--- config.mk ---
export PLATFORM = sky130hd
export DESIGN_NAME = otter_fetch_unit_flat
export DESIGN_NICKNAME = d
export VERILOG_FILES = /design/src/rtl/otter_fetch_pkg.sv /design/src/rtl/otter_fetch_unit_if.sv /design/src/rtl/otter_fetch_unit.sv /design/src/flat_wrapper.sv
export SDC_FILE = /design/constraint.sdc
export NUM_CORES = 1
export LEC_CHECK = 0
export CORE_ASPECT_RATIO = 1.75
export CORE_UTILIZATION = 38
export CTS_BUF_LIST = sky130_fd_sc_hd__clkbuf_4
export CTS_CLUSTER_DIAMETER = 80
export DETAILED_ROUTE_END_ITERATION = 8
export HOLD_SLACK_MARGIN = 0.06
export PLACE_DENSITY = 0.78
export SLEW_MARGIN = 20
export SYNTH_ARGS = -nofsm -noshare
export SYNTH_HDL_FRONTEND = slang
export SYNTH_SLANG_ARGS = --single-unit
--- constraint.sdc ---
create_clock -name CLK -period 2.55 [get_ports CLK]
set_clock_uncertainty 0.05 [all_clocks]
set_input_delay 0.3825 -clock CLK [delete_from_list [all_inputs] [get_ports CLK]]
set_output_delay 0.3825 -clock CLK [all_outputs]
set_load 0.005 [all_outputs]
--- src/rtl/otter_fetch_pkg.sv ---
// otter_fetch_pkg: shared fetch-stage types and constants
package otter_fetch_pkg;
  typedef enum logic [2:0] {IDLE, WAIT, HOLD, DROP, FAULT} fetch_state_t;
  localparam int INSTR_BYTES = 4;
  localparam logic [31:0] NOP_INSTR = 32'h0000_0013;
endpackage

--- src/rtl/otter_fetch_unit_if.sv ---
// otter_fetch_unit_if: instruction-memory read request/acknowledge bus
interface otter_fetch_unit_if #(parameter int ADDR_W = 32, parameter int DATA_W = 32);
  logic IMEM_REQ;
  logic [ADDR_W-1:0] IMEM_ADDR;
  logic IMEM_ACK;
  logic [DATA_W-1:0] IMEM_RDATA;
  modport master(output IMEM_REQ, IMEM_ADDR, input IMEM_ACK, IMEM_RDATA);
  modport slave(input IMEM_REQ, IMEM_ADDR, output IMEM_ACK, IMEM_RDATA);
endinterface

--- src/rtl/otter_fetch_unit.sv ---
// otter_fetch_unit: fetches the instruction at PC into IR and steers the PC register
module otter_fetch_unit
  import otter_fetch_pkg::*;
#(parameter int ADDR_W = 32, parameter int DATA_W = 32) (
  input  logic CLK,
  input  logic RESET,
  input  logic [ADDR_W-1:0] PC_IN,
  output logic [ADDR_W-1:0] PC_NEXT,
  output logic PC_WRITE,
  input  logic REDIRECT,
  input  logic [ADDR_W-1:0] REDIRECT_PC,
  otter_fetch_unit_if.master imem,
  output logic [DATA_W-1:0] IR,
  output logic [ADDR_W-1:0] IR_PC,
  output logic IR_VALID,
  input  logic DEC_READY,
  output logic FETCH_FAULT,
  output logic [ADDR_W-1:0] FAULT_ADDR
);
  fetch_state_t state;
  logic aligned, outstanding;
  assign aligned = PC_IN[1:0] == 2'b00;
  assign outstanding = state == WAIT || state == DROP;
  // PC register steering: redirect wins, otherwise advance past a completed live fetch
  always_comb begin
    PC_WRITE = !RESET && (REDIRECT || (state == WAIT && imem.IMEM_ACK));
    PC_NEXT = REDIRECT ? REDIRECT_PC : imem.IMEM_ADDR + ADDR_W'(INSTR_BYTES);
  end
  // fetch FSM with registered request, IR and fault outputs
  always_ff @(posedge CLK) begin
    if (RESET) begin
      state <= IDLE;
      imem.IMEM_REQ <= 1'b0;
      imem.IMEM_ADDR <= '0;
      IR <= '0;
      IR_PC <= '0;
      IR_VALID <= 1'b0;
      FETCH_FAULT <= 1'b0;
      FAULT_ADDR <= '0;
    end else if (REDIRECT) begin
      IR_VALID <= 1'b0;
      FETCH_FAULT <= 1'b0;
      imem.IMEM_REQ <= outstanding && !imem.IMEM_ACK;
      state <= outstanding && !imem.IMEM_ACK ? DROP : IDLE;
    end else begin
      case (state)
        IDLE, HOLD: if (state == IDLE || (IR_VALID && DEC_READY)) begin
          IR_VALID <= 1'b0;
          if (aligned) begin
            imem.IMEM_REQ <= 1'b1;
            imem.IMEM_ADDR <= PC_IN;
            state <= WAIT;
          end else begin
            FETCH_FAULT <= 1'b1;
            FAULT_ADDR <= PC_IN;
            state <= FAULT;
          end
        end
        WAIT: if (imem.IMEM_ACK) begin
          IR <= imem.IMEM_RDATA;
          IR_PC <= imem.IMEM_ADDR;
          IR_VALID <= 1'b1;
          imem.IMEM_REQ <= 1'b0;
          state <= HOLD;
        end
        DROP: if (imem.IMEM_ACK) begin
          imem.IMEM_REQ <= 1'b0;
          state <= IDLE;
        end
        FAULT: state <= FAULT;
        default: state <= IDLE;
      endcase
    end
  end
endmodule

--- src/flat_wrapper.sv ---
// flat-port wrapper written by rule: the top's interface ports become plain ports
module otter_fetch_unit_flat import otter_fetch_pkg::*;
#(parameter int ADDR_W = 32, parameter int DATA_W = 32)
  (CLK, RESET, PC_IN, PC_NEXT, PC_WRITE, REDIRECT, REDIRECT_PC, IR, IR_PC, IR_VALID, DEC_READY, FETCH_FAULT, FAULT_ADDR, imem_IMEM_REQ, imem_IMEM_ADDR, imem_IMEM_ACK, imem_IMEM_RDATA);
  otter_fetch_unit_if #(.ADDR_W(ADDR_W), .DATA_W(DATA_W)) imem_i ();
  input  logic CLK;
  input  logic RESET;
  input  logic [ADDR_W-1:0] PC_IN;
  output logic [ADDR_W-1:0] PC_NEXT;
  output logic PC_WRITE;
  input  logic REDIRECT;
  input  logic [ADDR_W-1:0] REDIRECT_PC;
  output logic [DATA_W-1:0] IR;
  output logic [ADDR_W-1:0] IR_PC;
  output logic IR_VALID;
  input  logic DEC_READY;
  output logic FETCH_FAULT;
  output logic [ADDR_W-1:0] FAULT_ADDR;
  output wire logic [$bits(imem_i.IMEM_REQ)-1:0] imem_IMEM_REQ;
  output wire logic [$bits(imem_i.IMEM_ADDR)-1:0] imem_IMEM_ADDR;
  input wire logic [$bits(imem_i.IMEM_ACK)-1:0] imem_IMEM_ACK;
  input wire logic [$bits(imem_i.IMEM_RDATA)-1:0] imem_IMEM_RDATA;
  assign imem_IMEM_REQ = imem_i.IMEM_REQ;
  assign imem_IMEM_ADDR = imem_i.IMEM_ADDR;
  assign imem_i.IMEM_ACK = imem_IMEM_ACK;
  assign imem_i.IMEM_RDATA = imem_IMEM_RDATA;
  otter_fetch_unit #(.ADDR_W(ADDR_W), .DATA_W(DATA_W)) u_core (.CLK(CLK), .RESET(RESET), .PC_IN(PC_IN), .PC_NEXT(PC_NEXT), .PC_WRITE(PC_WRITE), .REDIRECT(REDIRECT), .REDIRECT_PC(REDIRECT_PC), .imem(imem_i), .IR(IR), .IR_PC(IR_PC), .IR_VALID(IR_VALID), .DEC_READY(DEC_READY), .FETCH_FAULT(FETCH_FAULT), .FAULT_ADDR(FAULT_ADDR));
endmodule
# Yosys cells after proc, flatten, opt, wreduce, memory -nomap -nowiden
# Cells that the tools add are included.
# word_totals
regBits	134
input_bits	101
out_inout_bits	164
wordCells	61
# classes
add_sub_neg	1
n_eq_ne	11
muxes	16
n_bitwise	2
n_reduce_logical	23
# ops
operator	n
32-bit by 3-bit adder with 32-bit output (second input constant)	1
32-bit 2-to-1 mux	1
3-bit 2-to-1 mux	5
3-bit case mux with 4 select lines	1
3-bit AND reduction	4
4-bit AND reduction	3
3-bit by 2-bit equality test with 1-bit output (second input constant)	2
1-bit 2-to-1 mux	6
3-bit by 2-bit != test with 1-bit output (second input constant)	2
3-bit != test (second input constant)	2
2-bit OR reduction	3
1-bit logical AND	4
1-bit case mux with 2 select lines	2
3-bit by 1-bit equality test with 1-bit output (second input constant)	1
3-bit equality test (second input constant)	1
3-bit logical NOT	1
1-bit logical OR	3
3-bit by 1-bit != test with 1-bit output (second input constant)	1
3-bit nonzero test	1
1-bit logical NOT	2
2-bit logical NOT	1
2-bit 2-to-1 mux	1
2-bit by 1-bit != test with 1-bit output (second input constant)	1
2-bit != test (second input constant)	1
other kinds (2)	3

# Depth between registers and ports, before layout
# Gate-level depths: netlist of run 1.
# logic_depth
word_depth	5
depth_mapped	7
ltp_nobuf	5

# Least setup slack after synthesis of run 1
# Ideal clock, no wire load.
# synth_timing
kind	register to output
start	register u_core.imem.IMEM_ADDR[2]
end	output port PC_NEXT[30]
arrival_time_ns	2.174
t_required_ns	2.118
slack_ns	-0.057
path_stages_with_launch	7
path_buffers	1
cell_sequence	dfxtp_1 > ha_1 > nand3_1 > or4_1 > buf_2 > or4_1 > a31oi_1
# synth_via
elab_chain_len	2
# synth_rtl
item	line_no	rtl
start, declared	otter_fetch_unit_if.sv:7	modport master(output IMEM_REQ, IMEM_ADDR, input IMEM_ACK, IMEM_RDATA);
start signal, assigned	otter_fetch_unit.sv:34	imem.IMEM_ADDR <= '0;
start signal, assigned	otter_fetch_unit.sv:51	imem.IMEM_ADDR <= PC_IN;
32-bit by 3-bit adder with 32-bit output	otter_fetch_unit.sv:27	PC_NEXT = REDIRECT ? REDIRECT_PC : imem.IMEM_ADDR + ADDR_W'(INSTR_BYTES);
32-bit 2-to-1 mux	otter_fetch_unit.sv:27	
end, declared	flat_wrapper.sv:9	output logic [ADDR_W-1:0] PC_NEXT;
# No other way between the ends.

# Worst setup path after layout of run 1
# layout_timing
start	register u_core.imem.IMEM_ADDR[5]
end	output port PC_NEXT[30]
# Same word-level chain as after synthesis.

==> impl_metrics.json, run 1 <==
{
  "worst_ep_arrival_time_ps": 2630,
  "layout-drive-gt1-share": 0.168,
  "final_core_util": 0.648,
  "final_cells": 1269,
  "holdPathEnd": "u_core.IR_VALID",
  "holdWs_ps": 298,
  "synth_edf_count": 0,
  "h-tree-depth": 4,
  "drtIter0Drc": 298,
  "synthDistinctLibCells": 37,
  "cts_sinks": 134,
  "remaining_drc_errors": 0,
  "cts.reportedPaths.clkPinSlew_ps": 130,
  "die_area_um2": 15400,
  "wl_um": 20000,
  "rsz0062_at_grt": "yes",
  "clk_latency_ps": 510,
  "fillers": 1251,
  "critical_path_class": "reg2out",
  "grt_use_met3": 0.0656,
  "p_per_area_nw_per_um2": 449,
  "max_slew_margin": 0.597,
  "r2r_slack_ps": 770,
  "via_per_inst": 5.08,
  "core_region_area_um2": 14400,
  "setup_viol": 15,
  "finalCriticalPeriod_ps": 3070,
  "finalHoldViolations": 0,
  "placed_cells": 1220,
  "met1_usage": 0.266,
  "fin_crit_sh": 1.20,
  "cts_made_buffers": 17,
  "leakage_nw": 3.35,
  "grt_antenna_before_repair": 3,
  "tightest_slew_ps": 604,
  "syn_inst": 767,
  "yosysWarnings": 0,
  "violations": "negative setup slack",
  "async_flop_share": 0,
  "place_congestion": 0.843,
  "start_util": 0.392,
  "grt_max_degree": 135,
  "drv_cap": 0,
  "rows": 58,
  "fmax_mhz": 326,
  "synth_ff_type": "dfxtp_1",
  "cp-start-kind": "flop",
  "reg2reg_from": "u_core.state[2]",
  "synth_seq_cells": 134,
  "busiest_layer": "met2",
  "final_antenna_net_count": 0,
  "cts_tree": "done",
  "firstDrtPassIters": 5,
  "status": "finished with violations",
  "hp-class": "in2reg",
  "wl_per_cell_um": 15.8,
  "die_w_um": 94.2,
  "ios": 265,
  "worstReg2RegEnd": "u_core.FAULT_ADDR[21]",
  "die_h_um": 163,
  "tns_ps": -5470,
  "syn_to_final_growth_pct": 65.4,
  "power_w": 0.00420,
  "syn-cell-area_um2": 5660,
  "required_ps": 2120,
  "dr_total_vias": 6445,
  "gr-total-overflow": 0,
  "hold_start": "REDIRECT",
  "port_buffers": 264,
  "grt_usage": 0.256,
  "holdPathStages": 3,
  "grt_pass1_vias": 6059,
  "yosysSeqAreaShare": 0.474,
  "nNetsFinal": 1176,
  "crit_fanout": 4,
  "grt_first_pass_wirelength_um": 30200,
  "cts_root_buf": "clkbuf_4",
  "syn-num-nets": 869,
  "rr_worst_depth": 5,
  "syn_avg_cell_area_um2": 7.38,
  "peakVddDrop_mv": 0.413,
  "clock_path_buffers": 2,
  "place_hpwl_um": 14400,
  "setup_slack_ps": -517,
  "use_met2": 0.458,
  "drv_slew": 0,
  "worst_setup_path_end_kind": "primary output"
}
## kinds of logic after synthesis
logic type	count (synthesis)	synth area share
adder cells (fa/ha/maj)	1	0.00221
AND/OR/NAND/NOR	367	0.274
multiplexers	3	0.00597
flip-flops	134	0.474
XOR/XNOR	15	0.0232
AO/OA/AOI/OAI	182	0.176
buffers and inverters	65	0.0449
## metrics by stage
stage | setup slack, ps | area [um2]
6_report | -517 | 9360
5_1_grt | -652 | 9360
4_1_cts | -543 | 9310
3_5_place_dp | -373 | 8870
3_3_place_gp | -363 | 8870
2_1_floorplan | 13.9 | 5670
## routing by layer
| metal | vias up | part of all wire |
|---|---|---|
| met5 | - | 0.00050 |
| met4 | 2 | 0.045 |
| met3 | 57 | 0.062 |
| met2 | 232 | 0.53 |
| met1 | 2959 | 0.36 |
| li1 | 3195 | - |
## timing repair
item,CTS,global route
pin swaps,38,24
resized for setup,128,27
endpoints found under the setup margin,27,24
buffers inserted,17,3
hold buffers,0,0
## worst max path at each step
stage,slack [ps],endpoint,from,depth (start not counted)
after global placement,-360,PC_NEXT[30],u_core.imem.IMEM_ADDR[3],6
after floorplan,10,PC_NEXT[30],u_core.imem.IMEM_ADDR[3],6
after CTS,-540,PC_NEXT[30],u_core.imem.IMEM_ADDR[5],6
final,-520,PC_NEXT[30],u_core.imem.IMEM_ADDR[5],6
after detailed placement,-370,PC_NEXT[25],u_core.imem.IMEM_ADDR[8],6
after global routing,-650,PC_NEXT[22],u_core.imem.IMEM_ADDR[5],7
## cells in the mapped netlist, types with 7 or more instances
master	instances	area [um2]
clkbuf_1	52	195
a21oi_1	129	646
nand4_1	11	68.8
nor2_1	24	90.1
xnor2_1	10	87.6
o21ai_0	13	65.1
or3_1	8	50.1
nand2_1	279	1050
a31oi_1	17	106
nand3_1	7	35.0
nor3_1	7	35.0
or4_1	12	90.1
dfxtp_1	134	2680
o21ai_1	9	45.0
o31ai_1	8	60.1
## layout by cell type (no fill, tap or decap), drive strengths merged, types with 11 or more instances in the layout
| cell type | count |
|---|---|
| clkbuf | 19 |
| or4 | 12 |
| buf | 105 |
| a21oi | 129 |
| nand2 | 279 |
| a31oi | 17 |
| nand4 | 11 |
| clkdlybuf4s50 | 234 |
| dfxtp | 134 |
| o21ai | 22 |
| nor2 | 24 |
## where the power goes
part | internal (W) | total [W] | switching (W) | leakage (nW)
combinational | 0.000377 | 0.000680 | 0.000304 | 2.13
clock | 0.000485 | 0.00133 | 0.000844 | 0.130
sequential | 0.00215 | 0.00219 | 0.0000385 | 1.09
## critical path, stage by stage, from the launching register on
cell and delay [ps]:
dfxtp_2 350, nand4_1 210, buf_4 210, or4_4 550, or4_4 490, a31oi_1 160
buf_2 140
## state kept, by name, indices dropped and copies added, names as in the netlist
register	cells
u_core.FAULT_ADDR	32
u_core.IR	32
u_core.IR_PC	32
u_core.imem.IMEM_ADDR	32
u_core.state	3
u_core.FETCH_FAULT	1
u_core.IR_VALID	1
u_core.imem.IMEM_REQ	1
## area by class of cell
type,count,area (um2),area share
Multi-Input combinational cell,568,2910,0.311
Tap cell,180,225,0.0241
Clock inverter,15,130,0.0139
Antenna cell,2,5.00,0.000535
Timing Repair Buffer,347,3240,0.346
Sequential cell,134,2700,0.289
Clock buffer,17,128,0.0136
Inverter,6,22.5,0.00241
No activity file was read; power rests on OpenSTA's default activity.
==> run 2, diff against run 1 <==
- ABC_AREA: default -> 0
==> results of run 2 <==
Same layout as run 1: the final DEF is identical, and so are final timing and power.
